File: src/rtl/pipe_stage_skid.sv
// pipe_stage_skid: valid/ready inter-stage pipeline register with a 2-entry skid buffer.
// The main slot drives the outputs. The skid slot catches the one entry that can
// arrive while the downstream stage stalls. Because of this, in_ready is a plain
// flop and back-pressure never forms a combinational path.
// Invalid slots always hold all-zero control, so bubbles reach downstream as NOPs.
// Optional feature macro: PIPE_STAGE_SKID_STALL_CNT_EN adds a saturating 32-bit
// stall_cycles counter output.
module pipe_stage_skid #(
  parameter int unsigned DATA_W   = 96,
  parameter int unsigned CTRL_W   = 8,
  parameter bit          RST_DATA = 1'b0
) (
  input  logic              clk,
  input  logic              rst,
  input  logic              flush,
  input  logic              in_valid,
  output logic              in_ready,
  input  logic [DATA_W-1:0] in_data,
  input  logic [CTRL_W-1:0] in_ctrl,
  output logic              out_valid,
  input  logic              out_ready,
  output logic [DATA_W-1:0] out_data,
  output logic [CTRL_W-1:0] out_ctrl
`ifdef PIPE_STAGE_SKID_STALL_CNT_EN
  ,
  output logic [31:0]       stall_cycles
`endif
);

  // Bit 0 is the main-slot valid and bit 1 is the skid-slot valid.
  // The encoding 2'b10 (skid valid without main valid) is never produced.
  typedef enum logic [1:0] {
    ST_EMPTY = 2'b00,
    ST_ONE   = 2'b01,
    ST_FULL  = 2'b11
  } state_t;

  state_t            r_state;
  state_t            w_state_nxt;
  logic              r_in_ready;
  logic [DATA_W-1:0] r_main_data;
  logic [DATA_W-1:0] r_skid_data;
  logic [CTRL_W-1:0] r_main_ctrl;
  logic [CTRL_W-1:0] r_skid_ctrl;
  logic [DATA_W-1:0] w_main_data_nxt;
  logic [DATA_W-1:0] w_skid_data_nxt;
  logic [CTRL_W-1:0] w_main_ctrl_nxt;
  logic [CTRL_W-1:0] w_skid_ctrl_nxt;
  logic              w_accept;
  logic              w_pop;
  logic              w_ld_main_in;
  logic              w_ld_main_skid;
  logic              w_ld_skid_in;

  // Main slot holds a live entry in this state.
  function automatic logic f_main_valid(input state_t s);
    return s[0];
  endfunction

  // Skid slot holds a live entry in this state.
  function automatic logic f_skid_valid(input state_t s);
    return s[1];
  endfunction

  assign w_accept  = in_valid & r_in_ready;
  assign w_pop     = f_main_valid(r_state) & out_ready;

  assign in_ready  = r_in_ready;
  assign out_valid = f_main_valid(r_state);
  assign out_data  = r_main_data;
  assign out_ctrl  = r_main_ctrl;

  // Next-state and slot-load decisions; flush overrides every handshake.
  always_comb begin
    w_state_nxt    = r_state;
    w_ld_main_in   = 1'b0;
    w_ld_main_skid = 1'b0;
    w_ld_skid_in   = 1'b0;
    if (flush) begin
      w_state_nxt = ST_EMPTY;
    end else begin
      case (r_state)
        ST_EMPTY: begin
          if (w_accept) begin
            w_state_nxt  = ST_ONE;
            w_ld_main_in = 1'b1;
          end else begin
            w_state_nxt  = ST_EMPTY;
          end
        end
        ST_ONE: begin
          if (w_accept && w_pop) begin
            w_state_nxt  = ST_ONE;
            w_ld_main_in = 1'b1;
          end else if (w_accept) begin
            w_state_nxt  = ST_FULL;
            w_ld_skid_in = 1'b1;
          end else if (w_pop) begin
            w_state_nxt  = ST_EMPTY;
          end else begin
            w_state_nxt  = ST_ONE;
          end
        end
        ST_FULL: begin
          // in_ready is low here, so only a pop can move the state.
          if (w_pop) begin
            w_state_nxt    = ST_ONE;
            w_ld_main_skid = 1'b1;
          end else begin
            w_state_nxt    = ST_FULL;
          end
        end
        default: begin
          w_state_nxt = ST_EMPTY;
        end
      endcase
    end
  end

  // Next data: load from input or promote skid to main; otherwise hold (flush does not touch data).
  always_comb begin
    w_main_data_nxt = r_main_data;
    w_skid_data_nxt = r_skid_data;
    if (w_ld_main_in) begin
      w_main_data_nxt = in_data;
    end else if (w_ld_main_skid) begin
      w_main_data_nxt = r_skid_data;
    end else begin
      w_main_data_nxt = r_main_data;
    end
    if (w_ld_skid_in) begin
      w_skid_data_nxt = in_data;
    end else begin
      w_skid_data_nxt = r_skid_data;
    end
  end

  // Next control: any slot that will be invalid carries all-zero control.
  always_comb begin
    w_main_ctrl_nxt = r_main_ctrl;
    w_skid_ctrl_nxt = r_skid_ctrl;
    if (!f_main_valid(w_state_nxt)) begin
      w_main_ctrl_nxt = {CTRL_W{1'b0}};
    end else if (w_ld_main_in) begin
      w_main_ctrl_nxt = in_ctrl;
    end else if (w_ld_main_skid) begin
      w_main_ctrl_nxt = r_skid_ctrl;
    end else begin
      w_main_ctrl_nxt = r_main_ctrl;
    end
    if (!f_skid_valid(w_state_nxt)) begin
      w_skid_ctrl_nxt = {CTRL_W{1'b0}};
    end else if (w_ld_skid_in) begin
      w_skid_ctrl_nxt = in_ctrl;
    end else begin
      w_skid_ctrl_nxt = r_skid_ctrl;
    end
  end

  // State, control and ready registers; reset empties the stage.
  always_ff @(posedge clk) begin
    if (rst) begin
      r_state     <= ST_EMPTY;
      r_in_ready  <= 1'b1;
      r_main_ctrl <= {CTRL_W{1'b0}};
      r_skid_ctrl <= {CTRL_W{1'b0}};
    end else begin
      r_state     <= w_state_nxt;
      r_in_ready  <= ~f_skid_valid(w_state_nxt);
      r_main_ctrl <= w_main_ctrl_nxt;
      r_skid_ctrl <= w_skid_ctrl_nxt;
    end
  end

  // Data registers; they are cleared by reset only when RST_DATA is set.
  always_ff @(posedge clk) begin
    if (rst && RST_DATA) begin
      r_main_data <= {DATA_W{1'b0}};
      r_skid_data <= {DATA_W{1'b0}};
    end else begin
      r_main_data <= w_main_data_nxt;
      r_skid_data <= w_skid_data_nxt;
    end
  end

`ifdef PIPE_STAGE_SKID_STALL_CNT_EN
  logic [31:0] r_stall_cnt;

  // Saturating increment: the counter stops at all-ones.
  function automatic logic [31:0] f_sat_inc(input logic [31:0] v);
    if (&v) begin
      return v;
    end else begin
      return v + 32'd1;
    end
  endfunction

  // Count cycles in which a live head entry is held off by downstream; only reset clears it.
  always_ff @(posedge clk) begin
    if (rst) begin
      r_stall_cnt <= 32'd0;
    end else if (f_main_valid(r_state) && !out_ready) begin
      r_stall_cnt <= f_sat_inc(r_stall_cnt);
    end else begin
      r_stall_cnt <= r_stall_cnt;
    end
  end

  assign stall_cycles = r_stall_cnt;
`endif

endmodule
File: config.mk
export PLATFORM = sky130hd
export DESIGN_NAME = pipe_stage_skid
export DESIGN_NICKNAME = d
export VERILOG_FILES = /design/src/rtl/pipe_stage_skid.sv
export SDC_FILE = /design/constraint.sdc
export NUM_CORES = 1
export LEC_CHECK = 0
export CAP_MARGIN = 10
export CORE_MARGIN = 5
export CORE_UTILIZATION = 43
export DETAILED_ROUTE_END_ITERATION = 10
export PLACE_DENSITY_LB_ADDON = 0.25
export REMOVE_ABC_BUFFERS = 1
export SETUP_SLACK_MARGIN = 0.15
export SLEW_MARGIN = 20
export SYNTH_ARGS = -nofsm -noshare
export SYNTH_HDL_FRONTEND = slang
export SYNTH_SLANG_ARGS = --single-unit
File: constraint.sdc
create_clock -name clk -period 4.26 [get_ports clk]
set_input_delay 0.852 -clock clk [delete_from_list [all_inputs] [get_ports clk]]
set_output_delay 0.852 -clock clk [all_outputs]
set_load 0.01 [all_outputs]
==> run summary, run 1 <==
CLOCK TREE
------------------------------------------------------------------------
Number of sinks handled by clock tree synthesis                      211
Htree depth                                                            1
Clock tree from TritonCTS                                           done
Worst-skew pair later-pin latency                                0.49 ns
Number of buffers created by CTS                                      22
Number of cells upsized or downsized after cts                         0
Largest buffer count on any clock path                                 3
Post-CTS Setup Inserts                                                 0
Root Buffer                                                 sky130_fd_sc_hd__clkbuf_16
Hold buffer count at cts                                               0
Clock-pin slew on the worst setup and hold paths                 0.06 ns

FINAL LAYOUT
------------------------------------------------------------------------
Post-route insts no fill                                             858
Most frequent cells in the layout                           sky130_fd_sc_hd__clkdlybuf4s50_1, sky130_fd_sc_hd__edfxtp_1, sky130_fd_sc_hd__mux2_4, sky130_fd_sc_hd__mux2_2, sky130_fd_sc_hd__clkbuf_16
Area Growth Syn to Fin                                            38.83%
Share of layout cells above drive strength 1                      21.78%
Post-layout utilization of the core                               60.95%
Most common cell after layout, fill and taps aside          sky130_fd_sc_hd__clkdlybuf4s50_1
Total inserted antenna cells                                           0
Layout Nets                                                          722
Number of filler cells placed in the layout                         1313

STA
------------------------------------------------------------------------
Number of hold violations in the final report                          0
Post-route clock period utilization                               66.98%
Layout Skew                                                  0.007143 ns
Min Hold Slack                                                 0.4794 ns
Worst slew margin relative to its limit                           40.85%
RSZ-0062 raised after global routing                                  no
Setup_tns                                                           0 ns
Max Freq                                                       350.5 MHz
Minimum period implied by the final worst setup slack           2.853 ns
Number of setup violations in the final report                         0
Max Transition Viols Final                                             0
Tightest Pin Transition                                        0.8872 ns

SYNTH
------------------------------------------------------------------------
Number of standard cells after synthesis                             387
Mean instance size in the synthesized netlist                 20.45 um^2
Ys Warns                                                               0
Register bit count reported by yosys                                 211
Cell area after synthesis                                      7914 um^2
Register area share after synthesis                               77.66%
Netlist cell types                                                    21

POWER
------------------------------------------------------------------------
Leakage component of the power                                  3.929 nW
Highest ir drop seen on vdd                                  0.0002709 V
Power density over cell area                                402.0 nW/um^2

DETAILED ROUTING
------------------------------------------------------------------------
Iter 0 DRT Violations                                                243
Routed WL per cell                                              18.52 um
Total Routed Length                                             15890 um
Number of nets with antenna violations after routing                   0
Iteration count of the initial detailed-routing pass                   4
DRC errors left                                                        0
Overall via count from detail_route                                 4188
Post-DR vias/cell                                                  4.881

DIE
------------------------------------------------------------------------
Total Die Area                                                21220 um^2
Number of placed I/O pins                                            215
Total core area                                               18020 um^2
Starting density of the core                                      43.91%
Floorplan row count                                                   49
Chip width                                                      145.7 um
Vertical extent of the die                                      145.7 um

JOB
------------------------------------------------------------------------
Number of maximum-capacitance constraint violations                    0

MIN PATH
------------------------------------------------------------------------
Class of the most critical hold timing path                   reg -> reg
Min-Delay Path Depth                                                   2

CRITICAL PATH
------------------------------------------------------------------------
Arr. time, crit path                                             3.02 ns
Critical path class                                            in -> reg
Crit-path cells                                             clkdlybuf4s50_1 > nand2b_1 > or4_1 > inv_4 > buf_12
CP endpoint kind                                               flip-flop
Delay of the slowest critical-path stage                         0.79 ns
Slowest cell on crit path                                   sky130_fd_sc_hd__or4_1
Count of cells along the worst register-to-register path               4
Highest net fanout along the worst path                               40
Data required time of the critical path                          4.43 ns
Crit path launch type                                         input port

GRT
------------------------------------------------------------------------
Total routing resource utilization after global routing           14.52%
Via count of the first global-routing pass                          4498
Pin count of the biggest net entering global routing                 113
Global-route wire length before repair                          25130 um
Remaining Overflow, GRT                                                0
Initial antenna violation count                                        0

PLACEMENT
------------------------------------------------------------------------
Final weighted congestion in routability-driven placement         0.7759
Post-placement cell count                                            818
Buffers on Ports                                                     214
HPWL after DPL                                                  10800 um

RUN STATUS
------------------------------------------------------------------------
Outcome                                                     finished clean

## final timing paths
check                                       end  slack [ns]            from
worst max-delay path            r_skid_data[60]        1.41       out_ready
worst min-delay path                out_ctrl[4]        0.48  r_skid_ctrl[4]
worst max register to register  r_skid_data[60]        1.93      r_state[0]
worst min register to register      out_ctrl[4]        0.48  r_skid_ctrl[4]
## sequential cells by signal, summed over array words and instances, names as in the netlist
register,cells
out_data,96
out_ctrl,8
r_skid_ctrl,8
in_ready,1
r_skid_data,96
r_state,2
## area by class of cell
type / instances / area, um^2 / area share [%]
flip-flops and latches: 211 / 6146 / 55.94
repair buffers: 219 / 2230 / 20.29
inverters: 3 / 13.76 / 0.1253
multi-input cells: 156 / 1645 / 14.98
well taps: 229 / 286.5 / 2.608
clock buffers: 28 / 594.3 / 5.409
clock inverters: 12 / 71.32 / 0.6491
## logic make-up (layout without fill, tap and decap cells)
family / Yosys count / in the layout / synth area share, %
muxes: 104 / 104 / 17.19
and+or+nand+nor: 42 / 42 / 2.403
buffers and inverters: 20 / 262 / 1.692
AOI/OAI and AO/OA: 10 / 10 / 1.059
DFF: 211 / 211 / 77.66
## layer usage
metal	vias to the layer above	track usage [%]	wire [um]
li1	1961	-	-
met1	2021	19.00	6732
met2	181	22.27	7177
met3	25	6.851	1700
met4	0	3.172	280
met5	-	0	0
## critical path: cells and delay by family
family                 cells  cell delay, ns
buffers and inverters      3            1.15
and+or+nand+nor            2            0.98
## cells in the mapped netlist, drive strengths merged
| cell | instances | share of area, % |
|---|---|---|
| inv | 3 | 0.14 |
| nand4b | 1 | 0.11 |
| and4b | 1 | 0.13 |
| nand2 | 18 | 0.85 |
| a2bb2oi | 1 | 0.11 |
| mux2 | 96 | 16 |
| dfxtp | 19 | 4.8 |
| or4 | 2 | 0.19 |
| a21oi | 1 | 0.063 |
| nand2b | 2 | 0.16 |
| a311oi | 8 | 0.89 |
| or3 | 1 | 0.079 |
| nor2 | 16 | 0.76 |
| edfxtp | 192 | 73 |
| buf | 13 | 1.4 |
| or4b | 1 | 0.13 |
| clkbuf | 4 | 0.19 |
| mux2i | 8 | 1.0 |
## stage by stage
| stage | area (um^2) | setup WS (ns) | power [mW] |
|---|---|---|---|
| finish | 10990 | 1.407 | 4.416 |
| detailed placement | 10320 | 0.8911 | 2.728 |
| global placement | 10320 | 0.9849 | 2.721 |
| global route | 10990 | 1.333 | 4.594 |
| floorplan | 7791 | -4.071 | 2.523 |
| CTS | 10990 | 1.411 | 4.480 |
## power by group
part | switching (mW) | internal [mW]
sequential | 0.0148 | 2.31
combinational | 0.134 | 0.220
clock | 0.743 | 0.992
total | 0.891 | 3.53
Note: power is estimated with default switching activity, not from simulation.
==> run 2: changes to the inputs <==
clock period = 2.4 ns   (was 4.26 ns; I/O delays follow)
==> run 2 against run 1 <==
  * Sequential share of layout area fell by 0.94 points
  * Via count increased by 3.6%
  * Power up 82%
  * Wire length up 4.1%
  * Cell count is 1.2% higher
  * Clock skew shrank 0.0022 ns
  * First-iteration DRC count decreased by 17%
  * Largest cell class unchanged
  * Setup slack worse by 1.0 ns
  * Clock-buffer cell count did not move
==> run summary, run 2 (synthesized netlist as in run 1, its figures left out) <==
DIE
-------------------------------------------------------------------------
Total Die Area                                                 21220 um^2
Number of placed I/O pins                                             215
Total core area                                                18020 um^2
Floorplan row count                                                    49
Vertical extent of the die                                       145.7 um
Starting density of the core                                       43.91%
Chip width                                                       145.7 um

CLOCK TREE
-------------------------------------------------------------------------
Number of cells upsized or downsized after cts                          0
Hold buffer count at cts                                                0
Clock tree from TritonCTS                                            done
Post-CTS Setup Inserts                                                  0
Htree depth                                                             1
Number of sinks handled by clock tree synthesis                       211
Worst-skew pair later-pin latency                                 0.48 ns
Clock-pin slew on the worst setup and hold paths                  0.06 ns
Root Buffer                                                  sky130_fd_sc_hd__clkbuf_16
Largest buffer count on any clock path                                  3
Number of buffers created by CTS                                       22

GRT
-------------------------------------------------------------------------
Via count of the first global-routing pass                           4672
Global-route wire length before repair                           25860 um
Initial antenna violation count                                         1
Pin count of the biggest net entering global routing                   57
Remaining Overflow, GRT                                                 0
Total routing resource utilization after global routing            14.89%

CRITICAL PATH
-------------------------------------------------------------------------
Arr. time, crit path                                              2.26 ns
Highest net fanout along the worst path                                56
Crit path launch type                                          input port
Delay of the slowest critical-path stage                          0.53 ns
CP endpoint kind                                                flip-flop
Data required time of the critical path                           2.63 ns
Total buffers and inverters traversed by the critical path              2
Critical path class                                             in -> reg
Crit-path cells                                              clkdlybuf4s50_1 > nand2b_1 > or4b_4 > buf_12 > mux2_4
Slowest cell on crit path                                    sky130_fd_sc_hd__or4b_4
Top cell family by delay on the critical path                buffers and inverters

FINAL LAYOUT
-------------------------------------------------------------------------
Most common cell after layout, fill and taps aside           sky130_fd_sc_hd__clkdlybuf4s50_1
Layout Nets                                                           734
Share of layout cells above drive strength 1                       23.00%
Total inserted antenna cells                                            0
Most frequent cells in the layout                            sky130_fd_sc_hd__clkdlybuf4s50_1, sky130_fd_sc_hd__edfxtp_1, sky130_fd_sc_hd__mux2_4, sky130_fd_sc_hd__mux2_2, sky130_fd_sc_hd__clkbuf_16
Post-route insts no fill                                              868
Area Growth Syn to Fin                                             41.20%

DETAILED ROUTING
-------------------------------------------------------------------------
Post-DR vias/cell                                                   4.997
Overall via count from detail_route                                  4337
Number of nets with antenna violations after routing                    0
DRC errors left                                                         0
Routed WL per cell                                               19.05 um
Iter 0 DRT Violations                                                 201
Total Routed Length                                              16540 um
Iteration count of the initial detailed-routing pass                    4

PLACEMENT
-------------------------------------------------------------------------
Post-placement cell count                                             830
Buffers on Ports                                                      214
HPWL after DPL                                                   11500 um
Final weighted congestion in routability-driven placement          0.7313

POWER
-------------------------------------------------------------------------
Highest ir drop seen on vdd                                   0.0005577 V
Leakage component of the power                                   4.037 nW
Power density over cell area                                 720.4 nW/um^2

STA
-------------------------------------------------------------------------
Minimum period implied by the final worst setup slack            2.024 ns
Setup_tns                                                            0 ns
Tightest Pin Transition                                         0.3919 ns
Layout Skew                                                   0.004903 ns
Number of hold violations in the final report                           0
Max Freq                                                        494.1 MHz
Min Hold Slack                                                  0.4796 ns
Post-route clock period utilization                                84.32%
RSZ-0062 raised after global routing                                   no
Number of setup violations in the final report                          0
Worst slew margin relative to its limit                            73.87%
Max Transition Viols Final                                              0

JOB
-------------------------------------------------------------------------
Number of maximum-capacitance constraint violations                     0

RUN STATUS
-------------------------------------------------------------------------
Outcome                                                      finished clean

MIN PATH
-------------------------------------------------------------------------
Class of the most critical hold timing path                    reg -> reg

run 2: changes by cell type in the layout (fill, tap and decap cells not counted), sizes merged:
cell      previous run  this run
buf                  5        17
clkinvlp             4         0
bufinv               0         2
run 2: final timing paths:
kind	start	to	slack, ns	cells past startpoint
max	out_ready	out_data[87]	0.38	5
min	r_skid_ctrl[2]	out_ctrl[2]	0.48	2
max reg2reg	in_ready	out_data[87]	0.49	4
min reg2reg	r_skid_ctrl[2]	out_ctrl[2]	0.48	2
run 2: where the power goes:
| part | leakage, nW | switching, mW | internal, mW |
|---|---|---|---|
| combinational | 1.77 | 0.248 | 0.407 |
| clock | 0.348 | 1.28 | 1.98 |
| sequential | 1.92 | 0.0237 | 4.10 |
run 2: layout make-up:
type	count	area [um^2]
clock inverters	10	96.34
inverters	3	13.76
flip-flops and latches	211	6146
multi-input cells	156	1645
fillers	1323	6850
clock buffers	28	604.3
repair buffers	231	2382
well taps	229	286.5
run 2: routing by layer:
metal  up-vias  global-route usage [%]  share of wire [%]  wire, um
met5         -                       0              0.079        13
met4         2                   3.685                1.7       289
met3        29                   6.104                9.6      1588
met2       180                   23.28                 46      7550
met1      2142                   19.49                 43      7095
li1       1984                       -                  -         -
run 2: per-stage QoR:
| stage | utilization, % | instance area, um^2 | setup WS [ns] | power (mW) |
|---|---|---|---|---|
| finish | 62.00 | 11170 | 0.3763 | 8.050 |
| global route | 62.00 | 11170 | 0.3452 | 8.346 |
| CTS | 62.00 | 11170 | 0.4199 | 8.171 |
| detailed placement | 58.11 | 10470 | -0.09762 | 4.868 |
| global placement | 58.11 | 10470 | -0.04851 | 4.850 |
| floorplan | - | 7791 | -5.559 | 4.478 |
run 2: worst register-to-register path: stages, from the launching register on:
cell and delay [ns]:
sky130_fd_sc_hd__dfxtp_1 0.37, sky130_fd_sc_hd__nand2_1 0.10, sky130_fd_sc_hd__or4b_4 0.55, sky130_fd_sc_hd__buf_12 0.23, sky130_fd_sc_hd__mux2_4 0.42
==> run 3: changes to the inputs <==
clock period = 1.7 ns   (was 2.4 ns; I/O delays follow)
==> run 3 against run 2 <==
  * The flow now finishes with violations (negative setup slack)
  * Register-to-register slack lost 0.67 ns
  * Clock power up 35%
  * Global-route usage is 0.24 points higher
  * Sequential cell count unchanged
  * Clock-buffer cell count rose by 1
  * Power is 39% higher
  * Sequential power up 41%
  * Cell count rose by 2.2%
  * Critical path type is now reg -> reg
  * Critical endpoint is now out_data[86]
  * Largest power group unchanged
==> run summary, run 3 (synthesized netlist as in run 1, its figures left out) <==
GRT
-------------------------------------------------------------------------
Pin count of the biggest net entering global routing                   47
Remaining Overflow, GRT                                                 0
Initial antenna violation count                                         1
Total routing resource utilization after global routing            15.13%
Via count of the first global-routing pass                           4698
Global-route wire length before repair                           26190 um

FINAL LAYOUT
-------------------------------------------------------------------------
Most frequent cells in the layout                            sky130_fd_sc_hd__edfxtp_1, sky130_fd_sc_hd__clkdlybuf4s50_1, sky130_fd_sc_hd__mux2_4, sky130_fd_sc_hd__mux2_2, sky130_fd_sc_hd__dlygate4sd2_1
Total inserted antenna cells                                            0
Post-Layout Inst Area                                          11460 um^2
Layout Nets                                                           753
Area occupied by multi-input gates                              1678 um^2
Area Growth Syn to Fin                                             44.76%
Number of filler cells placed in the layout                          1293
Post-layout utilization of the core                                63.56%
Share of layout cells above drive strength 1                       25.53%
Footprint of the flip-flops and latches                         6150 um^2
Most common cell after layout, fill and taps aside           sky130_fd_sc_hd__edfxtp_1

POWER
-------------------------------------------------------------------------
P_sw                                                             2.214 mW
Clock Power Share                                                   39.4%
Proportion of power drawn by flip-flops and latches                 52.0%
Highest ir drop seen on vdd                                   0.0007686 V
Power share of the combinational group                               8.6%
Share of total power consumed by net switching                     19.77%
Power density over cell area                                 977.8 nW/um^2
Internal cell power                                              8.988 mW
Leakage component of the power                                   4.417 nW

CLOCK TREE
-------------------------------------------------------------------------
Clock tree from TritonCTS                                            done
Root Buffer                                                  sky130_fd_sc_hd__clkbuf_16
Number of buffers created by CTS                                       22
Hold buffer count at cts                                                0
Htree depth                                                             1
Clock-pin slew on the worst setup and hold paths                  0.06 ns
Largest buffer count on any clock path                                  3
Worst-skew pair later-pin latency                                 0.49 ns
Number of sinks handled by clock tree synthesis                       211

DETAILED ROUTING
-------------------------------------------------------------------------
Post-DR vias/cell                                                   4.995
Overall via count from detail_route                                  4431
DRC errors left                                                         0
Iter 0 DRT Violations                                                 198
Routed WL per cell                                               19.98 um
Total Routed Length                                              17720 um
Iteration count of the initial detailed-routing pass                    4
Number of nets with antenna violations after routing                    0

STA
-------------------------------------------------------------------------
Number of hold violations in the final report                           0
RSZ-0062 raised after global routing                                  yes
Minimum period implied by the final worst setup slack            1.878 ns
Number of setup violations in the final report                        183
Max Transition Viols Final                                              0
Setup ws final                                                 -0.1785 ns
Max Freq                                                        532.3 MHz
Layout Skew                                                    0.01727 ns
Tightest Pin Transition                                         0.3724 ns
Worst slew margin relative to its limit                            75.17%
Post-route clock period utilization                                110.5%

CRITICAL PATH
-------------------------------------------------------------------------
Start point of the critical path                                 in_ready
Arr. time, crit path                                              2.11 ns
Crit-path cells                                              nand2_4 > or4b_4 > buf_12 > mux2_4
Critical path class                                            reg -> reg
Top cell family by delay on the critical path                simple AND/OR/NAND/NOR gates
Crit path launch type                                           flip-flop
Total buffers and inverters traversed by the critical path              1
Slowest cell on crit path                                    sky130_fd_sc_hd__or4b_4
Highest net fanout along the worst path                                46
Delay of the slowest critical-path stage                          0.58 ns
CP endpoint kind                                                flip-flop
Critical R2R Launch                                              in_ready
Data required time of the critical path                           1.93 ns

DIE
-------------------------------------------------------------------------
Vertical extent of the die                                       145.7 um
Chip width                                                       145.7 um
Total core area                                                18020 um^2
Starting density of the core                                       43.91%
Total Die Area                                                 21220 um^2
Number of placed I/O pins                                             215
Floorplan row count                                                    49

PLACEMENT
-------------------------------------------------------------------------
Final weighted congestion in routability-driven placement          0.7569
Buffers on Ports                                                      214
Placed Instance Area                                           10490 um^2
HPWL after DPL                                                   11480 um

MIN PATH
-------------------------------------------------------------------------
Class of the most critical hold timing path                     in -> reg
Worst hold start                                              in_data[39]

RUN STATUS
-------------------------------------------------------------------------
Failing checks                                               negative setup slack
Outcome                                                      complete, but fails checks

JOB
-------------------------------------------------------------------------
Number of maximum-capacitance constraint violations                     0

## run 3: worst paths after layout
kind                     end  slack, ns  cells after the start
min          r_skid_data[39]       0.42                      1
max             out_data[86]      -0.18                      4
min reg2reg      out_ctrl[7]       0.49                      2
max reg2reg     out_data[86]      -0.18                      4
## run 3: cell type report
| class | instances | share of cell area, % |
|---|---|---|
| timing repair buffer | 249 | 23.20 |
| sequential | 211 | 53.68 |
| clock inverter | 9 | 0.5461 |
| inverter | 3 | 0.2075 |
| tap | 229 | 2.501 |
| clock buffer | 29 | 5.221 |
| multi-input combinational | 157 | 14.65 |
## run 3: stage by stage
step	instances	worst slack (ns)	hold WS, ns	TNS, ns	total power, mW
2_1_floorplan	370	-6.130	0.4389	-1034.27	6.322
3_3_place_gp	834	-0.6310	0.4637	-163.91	6.844
3_5_place_dp	834	-0.6795	0.4689	-174.88	6.869
4_1_cts	876	-0.1253	0.4044	-12.13	11.32
5_1_grt	887	-0.1870	0.4080	-23.56	11.64
6_report	887	-0.1785	0.4242	-15.69	11.20
## run 3: repair_timing
action,4_1_cts,5_1_grt
gates resized for setup,57,31
gates cloned,1,9
setup endpoints to repair,409,374
setup buffers,3,2
pin swaps,0,1
## run 3: layer usage
layer,GRT usage (%),routed length (um),up-vias
li1,-,-,2029
met1,19.52,7585,2202
met2,23.37,8001,175
met3,6.758,1861,23
met4,4.151,252,2
met5,0,20,-
## run 3: power by group through the flow
stage / registers [mW] / clock network (mW) / logic (mW)
4_1_cts: 5.83 / 4.56 / 0.929
2_1_floorplan: 6.00 / 0 / 0.319
6_report: 5.83 / 4.41 / 0.959
3_5_place_dp: 5.94 / 0 / 0.930
5_1_grt: 5.83 / 4.79 / 1.02
3_3_place_gp: 5.94 / 0 / 0.908
